## config.mk

```make
export PLATFORM = sky130hd
export DESIGN_NAME = debounce_multi
export DESIGN_NICKNAME = d
export VERILOG_FILES = /design/src/rtl/debounce_pkg.sv /design/src/rtl/debounce_ch.sv /design/src/rtl/debounce_multi.sv
export SDC_FILE = /design/constraint.sdc
export NUM_CORES = 1
export LEC_CHECK = 0
export CELL_PAD_IN_SITES_DETAIL_PLACEMENT = 1
export CELL_PAD_IN_SITES_GLOBAL_PLACEMENT = 2
export CORE_UTILIZATION = 41
export DETAILED_ROUTE_END_ITERATION = 6
export DONT_BUFFER_PORTS = 1
export PLACE_DENSITY_LB_ADDON = 0.2
export SLEW_MARGIN = 5
export SYNTH_ARGS = -nofsm -noshare
export SYNTH_HDL_FRONTEND = slang
export SYNTH_SLANG_ARGS = --single-unit
```

## constraint.sdc

```tcl
create_clock -name clk -period 5.4 [get_ports clk]
set_clock_uncertainty 0.2 [all_clocks]
set_input_delay 1.08 -clock clk [delete_from_list [all_inputs] [get_ports clk]]
set_output_delay 1.08 -clock clk [all_outputs]
set_load 0.1 [all_outputs]
```

## src/rtl/debounce_pkg.sv

```systemverilog
// Shared constants and helpers for the multi-channel switch debouncer.
package debounce_pkg;

    localparam int unsigned DEFAULT_STABLE_CYCLES = 25;
    localparam int unsigned DEFAULT_SYNC_STAGES   = 2;

    typedef int unsigned width_t;

    // Counter only has to reach STABLE_CYCLES-1, so clog2 of the threshold is enough.
    function automatic width_t cnt_width(input int unsigned stable_cycles);
        return (stable_cycles < 2) ? width_t'(1) : width_t'($clog2(stable_cycles));
    endfunction

endpackage

```

## src/rtl/debounce_ch.sv

```systemverilog
// One debouncer channel: input synchronizer, stability counter, debounced
// state and registered rise/fall event pulses.
module debounce_ch
    import debounce_pkg::*;
#(
    parameter int unsigned STABLE_CYCLES = DEFAULT_STABLE_CYCLES,
    parameter int unsigned SYNC_STAGES   = DEFAULT_SYNC_STAGES,
    parameter logic        INIT_LEVEL    = 1'b0,
    parameter int unsigned CNT_W         = cnt_width(STABLE_CYCLES)
) (
    input  logic clk,
    input  logic rst_n,
    input  logic tick,
    input  logic din,
    output logic db_out,
    output logic rise,
    output logic fall,
    output logic busy
);

    localparam logic [CNT_W-1:0] CNT_LAST = CNT_W'(STABLE_CYCLES - 1);

    logic [SYNC_STAGES-1:0] sync_q, sync_d;
    logic [CNT_W-1:0]       cnt_q, cnt_d;
    logic                   db_q, db_d;
    logic                   rise_q, rise_d;
    logic                   fall_q, fall_d;
    logic                   sync_out;

    assign sync_out = sync_q[SYNC_STAGES-1];

    always_comb begin
        sync_d = {sync_q[SYNC_STAGES-2:0], din};
        cnt_d  = cnt_q;
        db_d   = db_q;
        rise_d = 1'b0;
        fall_d = 1'b0;
        // Any sample agreeing with the current state restarts qualification.
        if (sync_out == db_q) begin
            cnt_d = '0;
        end else if (tick) begin
            if (cnt_q == CNT_LAST) begin
                db_d   = sync_out;
                cnt_d  = '0;
                rise_d = sync_out;
                fall_d = ~sync_out;
            end else begin
                cnt_d = cnt_q + 1'b1;
            end
        end
    end

    always_ff @(posedge clk) begin
        if (!rst_n) begin
            sync_q <= {SYNC_STAGES{INIT_LEVEL}};
            cnt_q  <= '0;
            db_q   <= INIT_LEVEL;
            rise_q <= 1'b0;
            fall_q <= 1'b0;
        end else begin
            sync_q <= sync_d;
            cnt_q  <= cnt_d;
            db_q   <= db_d;
            rise_q <= rise_d;
            fall_q <= fall_d;
        end
    end

    assign db_out = db_q;
    assign rise   = rise_q;
    assign fall   = fall_q;
    assign busy   = (cnt_q != '0);

endmodule

```

## src/rtl/debounce_multi.sv

```systemverilog
// N-channel switch/button debouncer; each bit of din gets an independent
// debounce_ch sharing clk, reset and the prescaler tick.
module debounce_multi
    import debounce_pkg::*;
#(
    parameter int unsigned N_CH          = 4,
    parameter int unsigned STABLE_CYCLES = DEFAULT_STABLE_CYCLES,
    parameter int unsigned SYNC_STAGES   = DEFAULT_SYNC_STAGES,
    parameter logic        INIT_LEVEL    = 1'b0
) (
    input  logic            clk,
    input  logic            rst_n,
    input  logic            tick,
    input  logic [N_CH-1:0] din,
    output logic [N_CH-1:0] db_out,
    output logic [N_CH-1:0] rise,
    output logic [N_CH-1:0] fall,
    output logic [N_CH-1:0] busy
);

    localparam int unsigned CNT_W = cnt_width(STABLE_CYCLES);

    generate
        for (genvar gi = 0; gi < N_CH; gi++) begin : g_ch
            debounce_ch #(
                .STABLE_CYCLES (STABLE_CYCLES),
                .SYNC_STAGES   (SYNC_STAGES),
                .INIT_LEVEL    (INIT_LEVEL),
                .CNT_W         (CNT_W)
            ) u_ch (
                .clk    (clk),
                .rst_n  (rst_n),
                .tick   (tick),
                .din    (din[gi]),
                .db_out (db_out[gi]),
                .rise   (rise[gi]),
                .fall   (fall[gi]),
                .busy   (busy[gi])
            );
        end
    endgenerate

endmodule

```

# After elaboration in Yosys (flattened, before gate mapping)
# Index checks and enable logic that the tools add are counted.
# Widths: inputs -> output; s select.
# op_classes
add_sub_neg,4
eq_ne,8
mux,4
n_bitwise,14
reduce_logical,16
# ops
operator,n
$add 5x1->5 const B,4
$eq 5x5->1 const B,4
$mux 5,4
$reduce_bool 5->1,4
$reduce_or 4->1,4
$not 1->1,14
$reduce_and 3->1,4
$reduce_or 2->1,4
$eq 1x1->1,4
# totals
register_bits,40
output_inout_bits,16
elab_cells,66

# Longest topological paths before layout
# Gate-level depths: netlist of the first run.
# depth
depth_word,3
mapped_depth,5
depth_no_buf,5

# Modules after synthesis
# Synthesis of the first run repeated with hierarchy kept, for this count alone.
# hier_totals
hier_cells,172
area_unflattened_um2,1721.7
# modules_own_cells
mod,n_inst,cells_per_inst,area_each_um2,seq_area_each_um2
debounce_ch,4,43,430.4,200.2

# Least setup slack after synthesis of the first run
# Ideal clock, no wire load.
# synth_path
kind,register to output
startpoint,register g_ch[0].u_ch.cnt_q[0]
endpoint,output port busy[0]
arrival_time_ns,1.335
required_time_ns,4.120
path_slack_ns,2.785
stages_incl_launch_ff,5
path_buffers,1
path_cell_list,dfxtp_1 inv_1 ha_1 or4b_2 buf_4
# synth_between
elab_chain_len,1
# synth_rtl
item,line,text
from (decl),debounce_ch.sv:24,"logic [CNT_W-1:0] cnt_q, cnt_d;"
from (signal assigned),debounce_ch.sv:62,cnt_q <= cnt_d;
$reduce_bool 5->1,debounce_ch.sv:72,assign busy = (cnt_q != '0);
to (decl),debounce_multi.sv:18,output logic [N_CH-1:0] busy
# No other way between the ends.

# Worst setup path after layout of the first run
# Ends and elaborated chain as after synthesis.

==> results by group, run 1 <==
Final layout
  • Fillcell total: 489
  • Multi-input logic area: 801 sq um
  • Share of post-route cells with drive strength above 1: 6.86%
  • Layout area overhead: -1.25%
  • Diode count: 0
  • Final Cell Area: 0.00179 sq mm
  • Fin cells: 225
  • Fin nets: 190
  • Register Area: 801 sq um

Logic synthesis
  • Post-synthesis cell count: 190
  • Syn Std Cell Area: 0.00181 sq mm
  • Largest area contributor in the netlist: dfxtp_1
  • Yosys cell types: 34
  • Sequential area share after synthesis: 44.3%
  • Synthesis-stage register bit count: 40
  • Mean Syn Cell Area: 9.52 sq um
  • Synth top area cells: dfxtp_1, buf_4, xor2_1, ha_1, mux2i_1
  • Area share of the largest cell type after synthesis: 44.3%
  • Mapped Nets: 205
  • Synth Warn #: 0

Route
  • DRT Pass-1 Iters: 2
  • Wire per inst: 13.0 um
  • DR DRC count: 0
  • Final WL: 2.92 mm
  • Via density per instance: 5.08
  • Vias post-DR: 1143
  • Antenna Nets Post-Route: 0
  • DR iter-0 viols: 42

Global routing
  • Initial antenna violation count: 0
  • First-pass GRT wire length: 5.12 mm
  • Gr usage total: 14.9%
  • Largest net degree at the start of global routing: 27
  • Vias in the first global route: 1195
  • Total grt overflow: 0

STA
  • Pins Over Slew Limit: 0
  • Final hold viol count: 0
  • Fmax: 0.327 GHz
  • Final Cycle Share: 56.6%
  • Final setup vio count: 0
  • Unrepaired setup endpoints after global routing: false
  • Hold WS: 0.232 ns
  • Sum Neg Setup Slack: 0 ns
  • Max-slew headroom: 29.8%
  • Min Tclk post-route: 3.06 ns
  • Worst slew pin tran: 1.05 ns

Floorplan
  • Core area: 0.00412 sq mm
  • Width of the chip: 68.4 um
  • Die area: 0.00468 sq mm
  • Site row count: 23
  • Starting Density: 44.0%
  • Die H: 68.4 um
  • Num ports: 23

Power and ir drop
  • VDD IR max: 0.169 mV
  • PwrDens: 278 mW/mm^2
  • Net switching power: 105 uW
  • Seq pwr share: 60.5%
  • Pint: 392 uW
  • Comb power frac: 2.9%
  • Leakage Power: 0.683 nW
  • Clock Power Share: 36.7%
  • Sw Share: 21.2%

Critical path
  • Worst path required time: 4.12 ns
  • R2R setup slack: 3.48 ns
  • Critical R2R Capture: g_ch[3].u_ch.fall
  • CP max FO: 4
  • R2r startpoint: g_ch[3].u_ch.db_out
  • Reg2reg path depth: 3
  • Critical Path Source Type: register
  • Worst EP arrival: 1.78 ns
  • Crit end category: output port
  • Setup CP Type: register to output port

Job
  • Max-Cap Viols: 0

Clock tree
  • Root Buffer: clkbuf_8
  • H-Tree Depth: 2
  • Hold_buf cts: 0
  • Clock transition at path regs: 0.07 ns
  • Post-CTS setup buffers: 0
  • Clock tree from TritonCTS: yes
  • Clock Latency Late Sink: 0.28 ns
  • Max clock buf depth: 2
  • Post-CTS sizing: 0
  • Clk sinks: 40
  • CTS Buf Count: 5

Place
  • Post-detail-place hpwl: 2.12 mm
  • GPL Wtd Cong: 0.645
  • Number of I/O port buffers: 0
  • Placed cells: 218
  • DP Area: 0.00171 sq mm

Status
  • Status: complete, no violations

Min path
  • Worst Hold Depth: 1
  • Hold endpoint: g_ch[0].u_ch.sync_q[1]
  • Hold Path Origin: g_ch[0].u_ch.sync_q[0]
  • Worst min-delay path class: register to register
[metrics by stage]
stage | setup slack (ns) | utilization [%] | power, mW
CTS | 2.33 | 43.4 | 0.506
floorplan | 2.79 | - | 0.327
global placement | 2.67 | 41.5 | 0.321
detailed placement | 2.65 | 41.5 | 0.322
global route | 2.26 | 43.4 | 0.521
finish | 2.34 | 43.4 | 0.497
[critical path, cell delays in order (launching register included)]
cell and delay [ns]:
dfxtp_1 0.35, inv_1 0.07, ha_1 0.16, or4b_2 0.92
[registers in the layout, indices dropped and copies added (netlist names)]
| name | flops |
|---|---|
| g_ch.u_ch.cnt_q | 20 |
| g_ch.u_ch.sync_q | 8 |
| g_ch.u_ch.db_out | 4 |
| g_ch.u_ch.fall | 4 |
| g_ch.u_ch.rise | 4 |
[cells by family after synthesis]
family	after synthesis	share of synthesized area, %
muxes	7	3.87
buffers and inverters	34	11.5
xor gates and xnor gates	19	9.61
and+or+nand+nor	75	22.9
adders and majority gates	8	5.53
DFF	40	44.3
AOI/OAI and AO/OA	7	2.35
[per-layer routing]
layer | vias up | GRT usage (%) | share of wire (%)
met2 | 19 | 25.5 | 46
met4 | 0 | 7.81 | 2.0
met5 | - | 0 | 0
met3 | 8 | 4.67 | 4.7
met1 | 537 | 16.4 | 48
li1 | 579 | - | -
[synthesized netlist by cell type]
library cell	number
nand2_1	16
xor2_2	1
nand2b_1	1
buf_6	1
clkbuf_1	1
buf_2	1
or3_1	1
nor2_2	1
or4b_2	2
nor4_2	1
mux2i_1	7
xor2_1	12
dfxtp_1	40
nor2b_1	1
inv_1	12
o21ai_0	3
and4b_1	3
nand4b_1	2
buf_4	19
nor2_1	17
or2_1	2
ha_1	8
and2_1	8
and4_1	1
nand3_1	1
and3_1	1
a21oi_1	1
o211ai_1	3
xnor2_1	6
nand4_1	7
or4b_1	1
nand2_2	1
nor3_1	7
nand3b_1	1
[cell type report]
type | count | area share (%)
Clock buffer | 6 | 4.06
Tap cell | 50 | 3.50
Clock inverter | 1 | 0.280
Inverter | 12 | 2.52
Sequential cell | 40 | 44.8
Multi-Input combinational cell | 116 | 44.8
[worst max-delay path by stage]
stage                               start  endpoint  slack, ns  cells past startpoint
global placement    g_ch[0].u_ch.cnt_q[0]   busy[0]       2.67                      3
CTS                 g_ch[3].u_ch.cnt_q[0]   busy[3]       2.33                      3
global route        g_ch[1].u_ch.cnt_q[0]   busy[1]       2.26                      3
floorplan           g_ch[0].u_ch.cnt_q[0]   busy[0]       2.79                      4
finish              g_ch[0].u_ch.cnt_q[0]   busy[0]       2.34                      3
detailed placement  g_ch[3].u_ch.cnt_q[0]   busy[3]       2.65                      3
[power groups by stage]
stage	clock network [mW]	registers, mW	logic, mW
5_1_grt	0.205	0.301	0.0159
2_1_floorplan	0	0.307	0.0202
4_1_cts	0.192	0.300	0.0144
6_report	0.182	0.301	0.0143
3_3_place_gp	0	0.307	0.0141
3_5_place_dp	0	0.307	0.0144
[placed cells by master, fill, tap and decap left out, types with 2 or more instances in the layout]
| cell | Yosys | final |
|---|---|---|
| xor2_1 | 12 | 12 |
| and4b_1 | 3 | 3 |
| nand2_1 | 16 | 16 |
| or2_1 | 2 | 2 |
| mux2i_1 | 7 | 7 |
| o21ai_0 | 3 | 3 |
| nand4_1 | 7 | 7 |
| nand4b_1 | 2 | 2 |
| ha_1 | 8 | 8 |
| o211ai_1 | 3 | 3 |
| xnor2_1 | 6 | 6 |
| or4b_2 | 2 | 2 |
| and2_1 | 8 | 8 |
| clkbuf_8 | 0 | 5 |
| dfxtp_1 | 40 | 40 |
| nor2_1 | 17 | 17 |
| inv_1 | 12 | 12 |
| nor3_1 | 7 | 7 |
No activity file was read; power rests on OpenSTA's default activity.
==> run 2: changes to the inputs <==
- CORE_UTILIZATION: 41 -> 38
- clock period: 5.4 -> 2.85 ns (I/O delays scaled with it)
==> run 2 against run 1 <==
  * The flow now finishes with violations (DRC)
  * Cell area increased by 7.1%
  * Sequential share of layout area decreased by 3.0 points
  * Combinational power increased by 94%
  * Routed wire length increased by 8.2%
  * Register-to-register slack got worse by 2.1 ns
  * Worst hold slack got worse by 0.020 ns
  * Critical endpoint is now busy[1]
==> results by group, run 2 (synthesis gave the netlist of run 1 again) <==
Global routing
  • Initial antenna violation count: 0
  • Gr usage total: 14.4%
  • Vias in the first global route: 1275
  • Largest net degree at the start of global routing: 27
  • First-pass GRT wire length: 5.68 mm
  • Total grt overflow: 0

STA
  • Unrepaired setup endpoints after global routing: false
  • Final setup vio count: 0
  • Final hold viol count: 0
  • Final Cycle Share: 89.8%
  • Sum Neg Setup Slack: 0 ns
  • Min Tclk post-route: 2.56 ns
  • Worst slew pin tran: 0.577 ns
  • Pins Over Slew Limit: 0
  • Fmax: 0.391 GHz
  • Max-slew headroom: 61.6%

Critical path
  • Setup CP Type: register to output port
  • Critical Path Source Type: register
  • Cells along the critical path: inv_1, ha_1, or4b_2
  • Worst path required time: 2.08 ns
  • Worst EP arrival: 1.79 ns
  • Critical-path top delay cell: or4b_2
  • CP max FO: 4
  • Critical path's largest stage delay: 0.93 ns
  • Crit end category: output port
  • Reg2reg path depth: 4

Clock tree
  • Post-CTS setup buffers: 0
  • Clock transition at path regs: 0.07 ns
  • Post-CTS sizing: 0
  • H-Tree Depth: 2
  • Hold_buf cts: 0
  • Root Buffer: clkbuf_8
  • Clk sinks: 40
  • Clock Latency Late Sink: 0.28 ns
  • Clock tree from TritonCTS: yes
  • CTS Buf Count: 5
  • Max clock buf depth: 2

Place
  • Post-detail-place hpwl: 2.34 mm
  • DP Area: 0.00182 sq mm
  • Number of I/O port buffers: 0
  • Placed cells: 234
  • GPL Wtd Cong: 0.684

Final layout
  • Final Cell Area: 0.00191 sq mm
  • Reg with most FFs: g_ch.u_ch.cnt_q
  • Max reg flops: 20
  • Diode count: 0
  • Most frequent cells in the layout: dfxtp_1, nor2_1, nand2_1, buf_4
  • Top flop regs: g_ch.u_ch.cnt_q (20), g_ch.u_ch.sync_q (8)
  • Share of post-route cells with drive strength above 1: 14.3%
  • Most common cell after layout, fill and taps aside: dfxtp_1
  • Fin nets: 204
  • Fin cells: 241
  • Layout area overhead: 5.74%

Route
  • Wire per inst: 13.1 um
  • Vias post-DR: 1201
  • Via density per instance: 4.98
  • DR iter-0 viols: 37
  • DRT Pass-1 Iters: 7
  • Antenna Nets Post-Route: 0
  • Final WL: 3.16 mm
  • DR DRC count: 3

Floorplan
  • Starting Density: 40.4%
  • Site row count: 24
  • Num ports: 23
  • Die area: 0.00504 sq mm
  • Core area: 0.00447 sq mm
  • Width of the chip: 71 um
  • Die H: 71 um

Job
  • Max-Cap Viols: 0

Min path
  • Worst Hold Depth: 1
  • Worst min-delay path class: input port to register

Status
  • Failing checks: DRC
  • Status: complete, but fails checks

Power and ir drop
  • VDD IR max: 0.211 mV
  • Leakage Power: 0.769 nW
  • PwrDens: 519 mW/mm^2
==> run 2: changes by cell type in the layout (fill, tap and decap cells not counted) <==
cell,before,now
clkbuf_1,1,0
clkbuf_8,5,7
clkinv_2,1,0
buf_4,0,14
==> run 2: through the flow <==
stage          hold slack (ns)  worst slack (ns)  utilization [%]  total power [mW]
6_report                 0.211             0.290             42.8             0.993
5_1_grt                  0.191             0.214             42.8              1.04
4_1_cts                  0.196             0.280             42.8              1.01
3_5_place_dp             0.224             0.604             40.6             0.611
3_3_place_gp             0.219             0.631             40.6             0.610
2_1_floorplan            0.212             0.745                -             0.620
==> run 2: worst max-delay path: cells and delay by family (launching register included) <==
kind	cells	cell delay (ns)
AND/OR/NAND/NOR	1	0.93
flip-flops	1	0.35
adder cells (fa/ha/maj)	1	0.16
buffers and inverters	1	0.07
==> run 2: worst paths after layout <==
check / to / slack (ns) / from
setup / recovery: busy[1] / 0.29 / g_ch[1].u_ch.cnt_q[0]
setup reg to reg: g_ch[1].u_ch.fall / 1.35 / g_ch[1].u_ch.db_out
hold / removal: g_ch[1].u_ch.sync_q[0] / 0.21 / din[1]
hold reg to reg: g_ch[2].u_ch.sync_q[1] / 0.24 / g_ch[2].u_ch.sync_q[0]
==> run 2: layout make-up <==
| type | count | area, sq um |
|---|---|---|
| inverters | 12 | 45.0 |
| multi-input cells | 116 | 801 |
| clock buffers | 7 | 96.3 |
| fillers | 535 | 2560 |
| flip-flops and latches | 40 | 801 |
| well taps | 52 | 65.1 |
| repair buffers | 14 | 105 |
==> run 2: power breakdown <==
group	total, mW	switching, mW	internal [mW]
sequential	0.570	0.00494	0.565
combinational	0.0277	0.0163	0.0114
clock	0.395	0.180	0.215
==> run 2: per-layer routing <==
layer	share of wire (%)	GRT usage [%]
met1	44	15.7
met5	0	0
met2	50	25.7
met3	4.9	5.56
met4	1.4	4.67
==> run 3: changes to the inputs <==
- CORE_UTILIZATION: 38 -> 35
- clock period: 2.85 -> 2.09 ns (I/O delays scaled with it)
==> run 3 against run 2 <==
  * Critical path depth up 1
  * Combinational power is 81% higher
  * Sequential share of layout area fell by 3.8 points
  * Count of clock-buffer cells in the layout grew 1
  * Total power up 36%
  * Register-to-register slack got worse by 0.82 ns
  * Cell area up 12%
  * Highest routed layer unchanged
  * Flip-flop and latch count unchanged
  * Routed wire length up 13%
  * The run now ends clean
==> results by group, run 3 (synthesis gave the netlist of run 1 again) <==
Final layout
  • Most frequent cells in the layout: dfxtp_1, buf_4, nor2_1, nand2_1, xor2_1
  • Diode count: 0
  • Share of post-route cells with drive strength above 1: 28.6%
  • Top flop regs: g_ch.u_ch.cnt_q (20), g_ch.u_ch.sync_q (8)
  • Reg with most FFs: g_ch.u_ch.cnt_q
  • Register Area: 813 sq um
  • Max reg flops: 20
  • Final Cell Area: 0.00214 sq mm
  • Fillcell total: 572
  • Fin nets: 217
  • Most common cell after layout, fill and taps aside: dfxtp_1
  • Multi-input logic area: 855 sq um
  • Layout area overhead: 18.3%
  • Fin cells: 270

Clock tree
  • Clock transition at path regs: 0.07 ns
  • Clk sinks: 40
  • Hold_buf cts: 0
  • Clock Latency Late Sink: 0.28 ns
  • H-Tree Depth: 2
  • Root Buffer: clkbuf_8
  • Max clock buf depth: 2
  • Clock tree from TritonCTS: yes
  • CTS Buf Count: 5

Global routing
  • Vias in the first global route: 1320
  • Largest net degree at the start of global routing: 27
  • Total grt overflow: 0
  • Initial antenna violation count: 0
  • First-pass GRT wire length: 6.06 mm
  • Gr usage total: 14.9%

STA
  • Sum Neg Setup Slack: 0 ns
  • Unrepaired setup endpoints after global routing: true
  • Pins Over Slew Limit: 0
  • Final setup vio count: 0
  • Final Cycle Share: 99.2%
  • Worst slew pin tran: 0.389 ns
  • Hold WS: 0.0553 ns
  • Max-slew headroom: 73.9%
  • Final hold viol count: 0
  • Fmax: 0.482 GHz
  • Min Tclk post-route: 2.07 ns

Route
  • Wire per inst: 13.2 um
  • Final WL: 3.57 mm
  • Via density per instance: 4.65
  • DR DRC count: 0
  • DR iter-0 viols: 38
  • Vias post-DR: 1256
  • DRT Pass-1 Iters: 2
  • Antenna Nets Post-Route: 0

Status
  • Status: complete, no violations

Floorplan
  • Die H: 73.9 um
  • Core area: 0.00485 sq mm
  • Starting Density: 37.3%
  • Num ports: 23
  • Die area: 0.00546 sq mm
  • Site row count: 25
  • Width of the chip: 73.9 um

Power and ir drop
  • Comb power frac: 3.7%
  • Sw Share: 21.0%
  • Leakage Power: 0.854 nW
  • Seq pwr share: 57.6%
  • VDD IR max: 0.367 mV
  • Pint: 1.06 mW
  • Power after layout: 1.35 mW
  • Net switching power: 282 uW
  • PwrDens: 629 mW/mm^2
  • Clock Power Share: 38.7%

Place
  • DP Area: 0.00190 sq mm
  • GPL Wtd Cong: 0.752
  • Number of I/O port buffers: 0
  • Post-detail-place hpwl: 2.52 mm
  • Placed cells: 251

Critical path
  • Critical Path Source Type: register
  • R2R setup slack: 0.53 ns
  • Worst path required time: 1.47 ns
  • Worst EP arrival: 1.46 ns
  • Setup CP Type: register to output port
  • CP max FO: 2
  • Crit end category: output port

Min path
  • Worst min-delay path class: input port to register

Job
  • Max-Cap Viols: 0
==> run 3: cell types whose count changed in the layout (fill, tap and decap cells not counted), sizes merged <==
| cell | change |
|---|---|
| clkbuf | +1 |
| buf | +13 |
==> run 3: routing by layer <==
metal | track usage (%) | vias up | wire, um
li1 | - | 627 | -
met1 | 16.0 | 603 | 1520
met2 | 26.5 | 19 | 1900
met3 | 4.94 | 7 | 89
met4 | 6.20 | 0 | 63
met5 | 0 | - | 0
==> run 3: per-stage QoR <==
step / setup slack (ns) / util (%)
finish: 0.0170 / 44.1
global route: -0.0247 / 44.1
CTS: -0.00330 / 43.6
detailed placement: 0.0562 / 39.2
global placement: 0.119 / 39.2
floorplan: 0.137 / -
==> run 3: cell type report <==
class | instances | area share, %
Sequential cell | 40 | 38.0
Multi-Input combinational cell | 116 | 39.9
Timing Repair Buffer | 27 | 11.8
Clock buffer | 8 | 4.21
Inverter | 12 | 2.11
Tap cell | 67 | 3.92
==> run 3: timing repair <==
action / CTS / global route
endpoints found under the setup margin: 4 / 4
buffers inserted: 8 / 3
resized for setup: 23 / 2
pin swaps: 3 / 2
==> run 3: worst paths after layout <==
check,startpoint,end,cells after the start
hold / removal,rst_n,g_ch[0].u_ch.sync_q[0],1
setup reg to reg,g_ch[0].u_ch.cnt_q[0],g_ch[0].u_ch.cnt_q[0],7
setup / recovery,g_ch[1].u_ch.cnt_q[0],busy[1],4
hold reg to reg,g_ch[1].u_ch.sync_q[0],g_ch[1].u_ch.sync_q[1],1
==> run 3: power by group through the flow <==
stage | logic (mW) | registers, mW | clock network [mW]
5_1_grt | 0.0549 | 0.776 | 0.579
3_5_place_dp | 0.0437 | 0.795 | 0
2_1_floorplan | 0.0523 | 0.793 | 0
4_1_cts | 0.0496 | 0.775 | 0.552
6_report | 0.0502 | 0.775 | 0.520
3_3_place_gp | 0.0424 | 0.794 | 0
==> run 3: worst max-delay path, stage by stage (launching register included) <==
cell and delay, ns:
dfxtp_4 0.35, inv_2 0.06, ha_4 0.12, or4b_4 0.47
buf_12 0.18
